<file path="src/rtl/water_distribution_controller.sv">
// water_distribution_controller: splits reservoir water between city and town, proportionally on shortage.
// A sequential shift-add multiplier and a restoring divider compute the city share; the total is drawn over valid/ready.
module water_distribution_controller #(
    parameter int LEVEL_W = 10,
    parameter int POP_W   = 9
) (
    input  logic               clk,
    input  logic               reset,
    input  logic               start,
    input  logic [LEVEL_W-1:0] reservoir_level,
    input  logic [POP_W-1:0]   city_population,
    input  logic [POP_W-1:0]   town_population,
    input  logic               draw_ready,
    output logic               draw_valid,
    output logic [LEVEL_W-1:0] draw_amount,
    output logic [LEVEL_W-1:0] city_alloc,
    output logic [LEVEL_W-1:0] town_alloc,
    output logic               shortage,
    output logic               busy,
    output logic               done
);
    localparam int PW = LEVEL_W + POP_W;
    localparam int CW = $clog2(PW);

    typedef enum logic [2:0] {IDLE, CALC, MULT, DIV, SPLIT, DRAW, DONE} state_t;

    state_t             state_q, state_d;
    logic [LEVEL_W-1:0] level_q, level_d, dem_q, dem_d, rem_q, rem_d;
    logic [LEVEL_W-1:0] city_q, city_d, town_q, town_d;
    logic [POP_W-1:0]   cpop_q, cpop_d, tpop_q, tpop_d;
    logic [PW-1:0]      prod_q, prod_d;
    logic [CW-1:0]      cnt_q, cnt_d;
    logic               short_q, short_d;
    logic [LEVEL_W-1:0] sum;
    logic [LEVEL_W:0]   part;
    logic               ge;

    always_ff @(posedge clk or negedge reset) begin
        if (!reset) begin
            state_q <= IDLE;
            level_q <= '0;
            dem_q   <= '0;
            rem_q   <= '0;
            city_q  <= '0;
            town_q  <= '0;
            cpop_q  <= '0;
            tpop_q  <= '0;
            prod_q  <= '0;
            cnt_q   <= '0;
            short_q <= 1'b0;
        end else begin
            state_q <= state_d;
            level_q <= level_d;
            dem_q   <= dem_d;
            rem_q   <= rem_d;
            city_q  <= city_d;
            town_q  <= town_d;
            cpop_q  <= cpop_d;
            tpop_q  <= tpop_d;
            prod_q  <= prod_d;
            cnt_q   <= cnt_d;
            short_q <= short_d;
        end
    end

    // Restoring-divide step: bring down the next dividend bit, subtract the demand if it fits
    assign part = {rem_q, prod_q[PW-1]};
    assign ge   = part >= {1'b0, dem_q};
    assign sum  = LEVEL_W'(cpop_q) + LEVEL_W'(tpop_q);

    always_comb begin
        state_d = state_q;
        level_d = level_q;
        dem_d   = dem_q;
        rem_d   = rem_q;
        city_d  = city_q;
        town_d  = town_q;
        cpop_d  = cpop_q;
        tpop_d  = tpop_q;
        prod_d  = prod_q;
        cnt_d   = cnt_q;
        short_d = short_q;
        case (state_q)
            IDLE: if (start) begin
                level_d = reservoir_level;
                cpop_d  = city_population;
                tpop_d  = town_population;
                short_d = 1'b0;
                state_d = CALC;
            end
            CALC: begin
                dem_d  = sum;
                prod_d = '0;
                rem_d  = '0;
                cnt_d  = '0;
                city_d = sum == '0 ? '0 : LEVEL_W'(cpop_q);
                town_d = sum == '0 ? '0 : LEVEL_W'(tpop_q);
                short_d = sum > level_q;
                state_d = sum == '0 ? DONE : sum > level_q ? MULT : DRAW;
            end
            MULT: begin
                prod_d  = prod_q + (cpop_q[0] ? PW'(level_q) << cnt_q : '0);
                cpop_d  = cpop_q >> 1;
                cnt_d   = cnt_q == CW'(POP_W - 1) ? '0 : cnt_q + 1'b1;
                state_d = cnt_q == CW'(POP_W - 1) ? DIV : MULT;
            end
            DIV: begin
                rem_d   = ge ? LEVEL_W'(part - {1'b0, dem_q}) : part[LEVEL_W-1:0];
                prod_d  = {prod_q[PW-2:0], ge};
                cnt_d   = cnt_q + 1'b1;
                state_d = cnt_q == CW'(PW - 1) ? SPLIT : DIV;
            end
            SPLIT: begin
                city_d  = prod_q[LEVEL_W-1:0];
                town_d  = level_q - prod_q[LEVEL_W-1:0];
                state_d = DRAW;
            end
            DRAW:    state_d = draw_ready ? DONE : DRAW;
            default: state_d = IDLE;
        endcase
    end

    assign draw_valid  = state_q == DRAW;
    assign draw_amount = draw_valid ? city_q + town_q : '0;
    assign city_alloc  = city_q;
    assign town_alloc  = town_q;
    assign shortage    = short_q;
    assign busy        = state_q != IDLE;
    assign done        = state_q == DONE;
endmodule

</file>
<file path="config.mk">
export PLATFORM = sky130hd
export DESIGN_NAME = water_distribution_controller
export DESIGN_NICKNAME = d
export VERILOG_FILES = /design/src/rtl/water_distribution_controller.sv
export SDC_FILE = /design/constraint.sdc
export NUM_CORES = 1
export LEC_CHECK = 0
export CELL_PAD_IN_SITES_DETAIL_PLACEMENT = 0
export CELL_PAD_IN_SITES_GLOBAL_PLACEMENT = 2
export CORE_UTILIZATION = 34
export DETAILED_ROUTE_END_ITERATION = 16
export HOLD_SLACK_MARGIN = 0.06
export PLACE_DENSITY = 0.75
export SYNTH_ARGS = -nofsm -noshare
export SYNTH_HDL_FRONTEND = slang
export SYNTH_SLANG_ARGS = --single-unit
</file>
<file path="constraint.sdc">
create_clock -name clk -period 3.97 [get_ports clk]
set_clock_uncertainty 0.1 [all_clocks]
set_input_delay 0.794 -clock clk [delete_from_list [all_inputs] [get_ports clk]]
set_output_delay 0.794 -clock clk [all_outputs]
set_load 0.01 [all_outputs]
</file>
==> results.yml <==
outcome:
  outcome: "finished clean"
die:
  die_height_um: 151
  coreArea_sq_um: 21800
  initial_utilization_pct: 34.6
  die-area_sq_um: 22800
  io-pin-count: 66
  placementRows: 54
  die_w_um: 151
power_and_ir_drop:
  totalPowerFinal_w: 0.00834
  ir_drop_v: 0.000569
  p_per_area_nw_per_um2: 934
  p_leak_nw: 3.86
yosys:
  synth_area_sq_um: 7540
  yosysSeqAreaShare_pct: 31.9
  syn_inst: 873
  synth_top_area_cell: "dfrtp_1"
  synth_cell_types: 72
  synth_edf_count: 0
  yosysWarnings: 0
  yosys-top-cells-area: "dfrtp_1 32%, ha_1 11%, o21ai_0 6.9%"
  syn_nets: 977
  async_reset_ff_share_pct: 100
  syn_area_per_cell_sq_um: 8.63
  synth_ff_type: "dfrtp_1"
  ys_ff_latch: 96
  synth_top_area_share_pct: 31.9
placed_design:
  hpwl_mm: 18.4
  routabilityCongestion: 0.828
  post-place-ws_ns: 0.212
  placedInstanceArea_sq_um: 8600
  portBuffers: 65
timing:
  finalCriticalPeriod_ns: 3.78
  period_share_pct: 95.2
  rsz0062_at_grt: "no"
  hold_viol: 0
  worst_pin_slew_ns: 0.722
  max_freq_mhz: 265
  layout_setup_ws_ns: 0.192
  fin_setup_tns_ns: 0
  finalMaxSlewViolations: 0
  final-setup-viol-count: 0
  whs_ns: 0.336
  slew-limit-headroom_pct: 51.7
drt:
  drc: 0
  topRoutingLayerUsed: "met4"
  wl_per_cell_um: 19.6
  num_vias: 6725
  route.met3.wl_um: 714
  drt-initial-drc-count: 412
  dr.pass1.iters: 5
  wl_met1_mm: 12.5
  drt-total-wl_mm: 24.0
  routed-wl-met2_mm: 10.5
  post_drt_via_cell_ratio: 5.49
  ant_nets: 0
clock_network:
  cts_max_level: 3
  cts_tree: "built"
  clk_path_buf_depth: 2
  cts_buffers: 9
  post-cts-setup-buffer-count: 0
  clkTransAtPathRegs_ns: 0.08
  clock_sinks: 96
  clkLatencyLatePin_ns: 0.36
  clockRootBuffer: "clkbuf_16"
layout:
  seqCellArea_sq_um: 2400
  diodes: 0
  num-fill-cells: 2246
  drive_above_1_share_pct: 8.79
  final_nets: 1043
  final_common_cell: "o21ai_0"
  multi_input_area_sq_um: 4840
  fin_area_sq_um: 8930
  syn_to_final_growth_pct: 18.5
  layout_common_cells: "103 x o21ai_0, 95 x dfrtp_1, 74 x nor2_1, 70 x nand2_1, 67 x ha_1"
grt:
  track_usage_pct: 21.9
  grt_max_degree: 52
  grt_overflow: 0
  grt_pass1_vias: 6447
  grt_first_pass_wirelength_mm: 37.2
  antenna_found_initial: 0
flow_run:
  cap_violations: 0
worst_setup_path:
  crit_path_end_kind: "output port"
  path_max_fanout: 3
  critical_path_arrival_ns: 2.88
  worstPathRequired_ns: 3.08
  worst_setup_path_start_kind: "flip-flop"
  critPathKind: "reg2out"
min_path:
  hold_class: "in2async"
==> cell usage after synthesis, drive strengths merged, types with 4 or more instances <==
cell type  number
nor3           17
clkbuf         28
nand2b         16
nor4            4
a2111oi         4
a31oi          12
mux2           18
nand2          70
dfrtp          96
nor2           75
a21o           17
xor2           17
o21a           12
inv            46
buf             8
nor3b           4
xnor2          18
a22oi          14
and2            9
a22o            8
o31ai           5
o22ai           9
a211oi         13
mux2i          27
ha             67
fa              5
or3             5
o21ai         108
nand3          14
o21bai          4
a21oi          52
nand4           9
nor2b          18
a2bb2oi         4
==> power by group <==
group	switching, W	total (W)	internal [W]	leakage [nW]
Combinational	0.00324	0.00562	0.00238	2.50
Sequential	0.000456	0.00180	0.00135	1.22
Clock	0.000469	0.000915	0.000446	0.143
==> cell type report <==
| class | instances | share of cell area [%] |
|---|---|---|
| multi-input cells | 693 | 54.2 |
| flip-flops and latches | 96 | 26.9 |
| repair buffers | 91 | 9.61 |
| well taps | 280 | 3.92 |
| clock buffers | 9 | 2.52 |
| inverters | 48 | 2.02 |
| clock inverters | 7 | 0.813 |
==> final timing paths <==
path	endpoint	slack, ns	startpoint	cells past startpoint
max	draw_amount[6]	0.19	city_alloc[0]	10
min reg2reg	rem_q[9]	0.40	rem_q[9]	2
max reg2reg	state_q[2]	0.25	tpop_q[0]	14
min in group clk	rem_q[9]	0.40	rem_q[9]	2
min	prod_q[11]	0.34	reset	1
max in group asynchronous	cnt_q[1]	2.71	reset	2
==> state kept, by name, summed over array words and instances (netlist names) <==
name        cells
tpop_q          9
level_q        10
shortage        1
state_q         3
dem_q          10
cpop_q          9
town_alloc     10
cnt_q           5
city_alloc     10
rem_q          10
prod_q         19
==> per-stage QoR <==
step                      utilization (%)  std cells
after floorplan                         -        873
after global placement               39.5       1208
after detailed placement             39.5       1208
after CTS                            41.0       1224
after global routing                 41.1       1224
final                                41.1       1224
==> timing repair <==
item | 4_1_cts | 5_1_grt
resized for setup | 3 | 6
setup endpoints to repair | 2 | 7
pin swaps | 0 | 3
hold buffers | 0 | 0
endpoints found under the hold margin | 0 | 0
==> cells by family after synthesis <==
group	after synthesis	synth area share, %
mux	45	6.33
compound gates	289	24.6
buf+inv	84	4.38
flops	96	31.9
xor+xnor	35	4.07
simple gates	252	16.3
fa+ha+maj	72	12.5
==> critical path, stage by stage, from the launching register on <==
cell and delay, ns:
dfrtp_1 0.42, ha_1 0.24, fa_1 0.40, a21o_1 0.17, a21oi_1 0.18, nor2b_1 0.09
o21a_1 0.19, nor2_1 0.11, xor2_1 0.08, nor2_1 0.08, clkdlybuf4s50_1 0.55
==> per-layer routing <==
metal  vias up  global-route usage (%)
li1       3306                       -
met1      3281                    32.9
met2       120                    33.0
met3        18                    2.26
met4         0                    5.90
met5         -                       0
Power figures use the tool's default switching activity.
==> edit (config.mk and constraints unchanged) <==
The parameter `POP_W` goes from 9 to 18.
--- a/src/rtl/water_distribution_controller.sv
+++ b/src/rtl/water_distribution_controller.sv
@@ -2,7 +2,7 @@
 // A sequential shift-add multiplier and a restoring divider compute the city share; the total is drawn over valid/ready.
 module water_distribution_controller #(
     parameter int LEVEL_W = 10,
-    parameter int POP_W   = 9
+    parameter int POP_W   = 18
 ) (
     input  logic               clk,
     input  logic               reset,
Ports: changed (resized city_population and town_population); port bits go from 66 to 84. No check against the original RTL was run, so the function may have changed too.
==> edit against the original RTL <==
  * Design area grew 28%
  * Critical endpoint is now prod_q[23]
  * Non-clock buffer count grew 96
  * Wire length grew 17%
  * Count of clock-buffer cells in the layout grew 9
  * Largest power group unchanged
  * Power grew 23%
  * Synthesized area grew 16%
  * Sequential cell count grew 19
  * Highest routed layer unchanged
  * Worst setup slack lost 0.15 ns
  * Clock power grew 68%
==> edit: results <==
export IMPL_first_pass_iters=8
export IMPL_drt_initial_drc_count=409
export IMPL_met1Wirelength_um=14200
export IMPL_nNonClkBuffers=187
export IMPL_grt_met3_usage_pct=2.35
export IMPL_yosysUniqueCellTypes=57
export IMPL_synth_seq_cells=115
export IMPL_met2_usage_pct=34.6
export IMPL_cts_resized=21
export IMPL_arrival_ns=4.13
export IMPL_wl_met2_um=12800
export IMPL_htree_levels=4
export IMPL_core_region_area_mm2=0.0252
export IMPL_fill_cells=2517
export IMPL_criticalPathCategory="register to register"
export IMPL_grt_max_degree=50
export IMPL_nClkBuffers=18
export IMPL_route_met3_wl_um=698
export IMPL_grt_pass1_vias=7899
export IMPL_inv_count=63
export IMPL_largestRegisters="prod_q: 28 flops, cpop_q: 18 flops"
export IMPL_synthAdderAreaFrac_pct=12.0
export IMPL_synth_compound_area_share_pct=24.0
export IMPL_ys_top_cells_by_count="o21ai_0 (126), dfrtp_1 (115), nand2_1 (98)"
export IMPL_critPathSlowestCell="dfrtp_2"
export IMPL_ys_seq_area_share_pct=33.0
export IMPL_seq_area_mm2=0.00288
export IMPL_synth_xor_area_share_pct=5.22
export IMPL_outcome="finished clean"
export IMPL_fin_util_pct=45.2
export IMPL_area_share_nonclk_buffers_pct=14.0
export IMPL_postSynthNetCount=1159
export IMPL_power_leakage_nw=5.12
export IMPL_clk_latency_ns=0.43
export IMPL_worst_path_max_fanout=5
export IMPL_rrSetupSlack_ns=0.04
export IMPL_synth_mux_area_share_pct=6.15
export IMPL_placed_area_mm2=0.0105
export IMPL_gr_usage_met1_pct=31.7
export IMPL_globalplace_congestion=0.875
export IMPL_slew_headroom_pct=24.2
export IMPL_reg2reg_depth=21
export IMPL_yosys_top_cells_area="dfrtp_1 (33%), ha_1 (11%), o21ai_0 (7.2%), mux2i_1 (4.5%), nand2_1 (4.2%)"
export IMPL_endpoint="prod_q[23]"
export IMPL_num_vias=7969
export IMPL_timing_rr_start="cnt_q[1]"
export IMPL_cts_buffers=17
export IMPL_wl_per_cell_um=18.4
export IMPL_cpPeakStageDelay_ns=0.45
export IMPL_post_dp_hpwl_um=20900
export IMPL_grtUsageTotal_pct=22.0
export IMPL_fin_nets=1318
export IMPL_irDropWorstVdd_mv=0.359
export IMPL_multi_input_gates=803
export IMPL_clkCellAreaFrac_pct=5.04
export IMPL_drive_above_1_share_pct=18.8
export IMPL_critPathTopFamily="compound AO/OA/AOI/OAI gates"
==> edit: changes by cell type in the layout (fill, tap and decap cells not counted), moves of 9 or more <==
cell | before | now
buf_4 | 26 | 112
nand2_1 | 70 | 97
a22oi_1 | 14 | 36
inv_1 | 46 | 63
dfrtp_1 | 95 | 110
a21oi_2 | 1 | 13
nor2_2 | 0 | 11
xnor2_1 | 18 | 29
a31oi_1 | 12 | 2
mux2i_1 | 26 | 36
nor3_1 | 17 | 7
clkdlybuf4s50_1 | 63 | 72
==> edit: power by group <==
group	internal, mW	total, mW	switching [mW]
Combinational	2.96	6.51	3.55
Sequential	1.64	2.19	0.551
Clock	0.881	1.54	0.663
Total	5.48	10.2	4.77
==> edit: metrics by stage <==
step                      hold slack, ns  instances  worst slack, ns
after floorplan                    0.349       1028           0.0668
after global placement             0.366       1491           -0.302
after detailed placement           0.374       1491           -0.363
after CTS                          0.339       1523          -0.0219
after global routing               0.351       1530           -0.123
final                              0.308       1530           0.0371
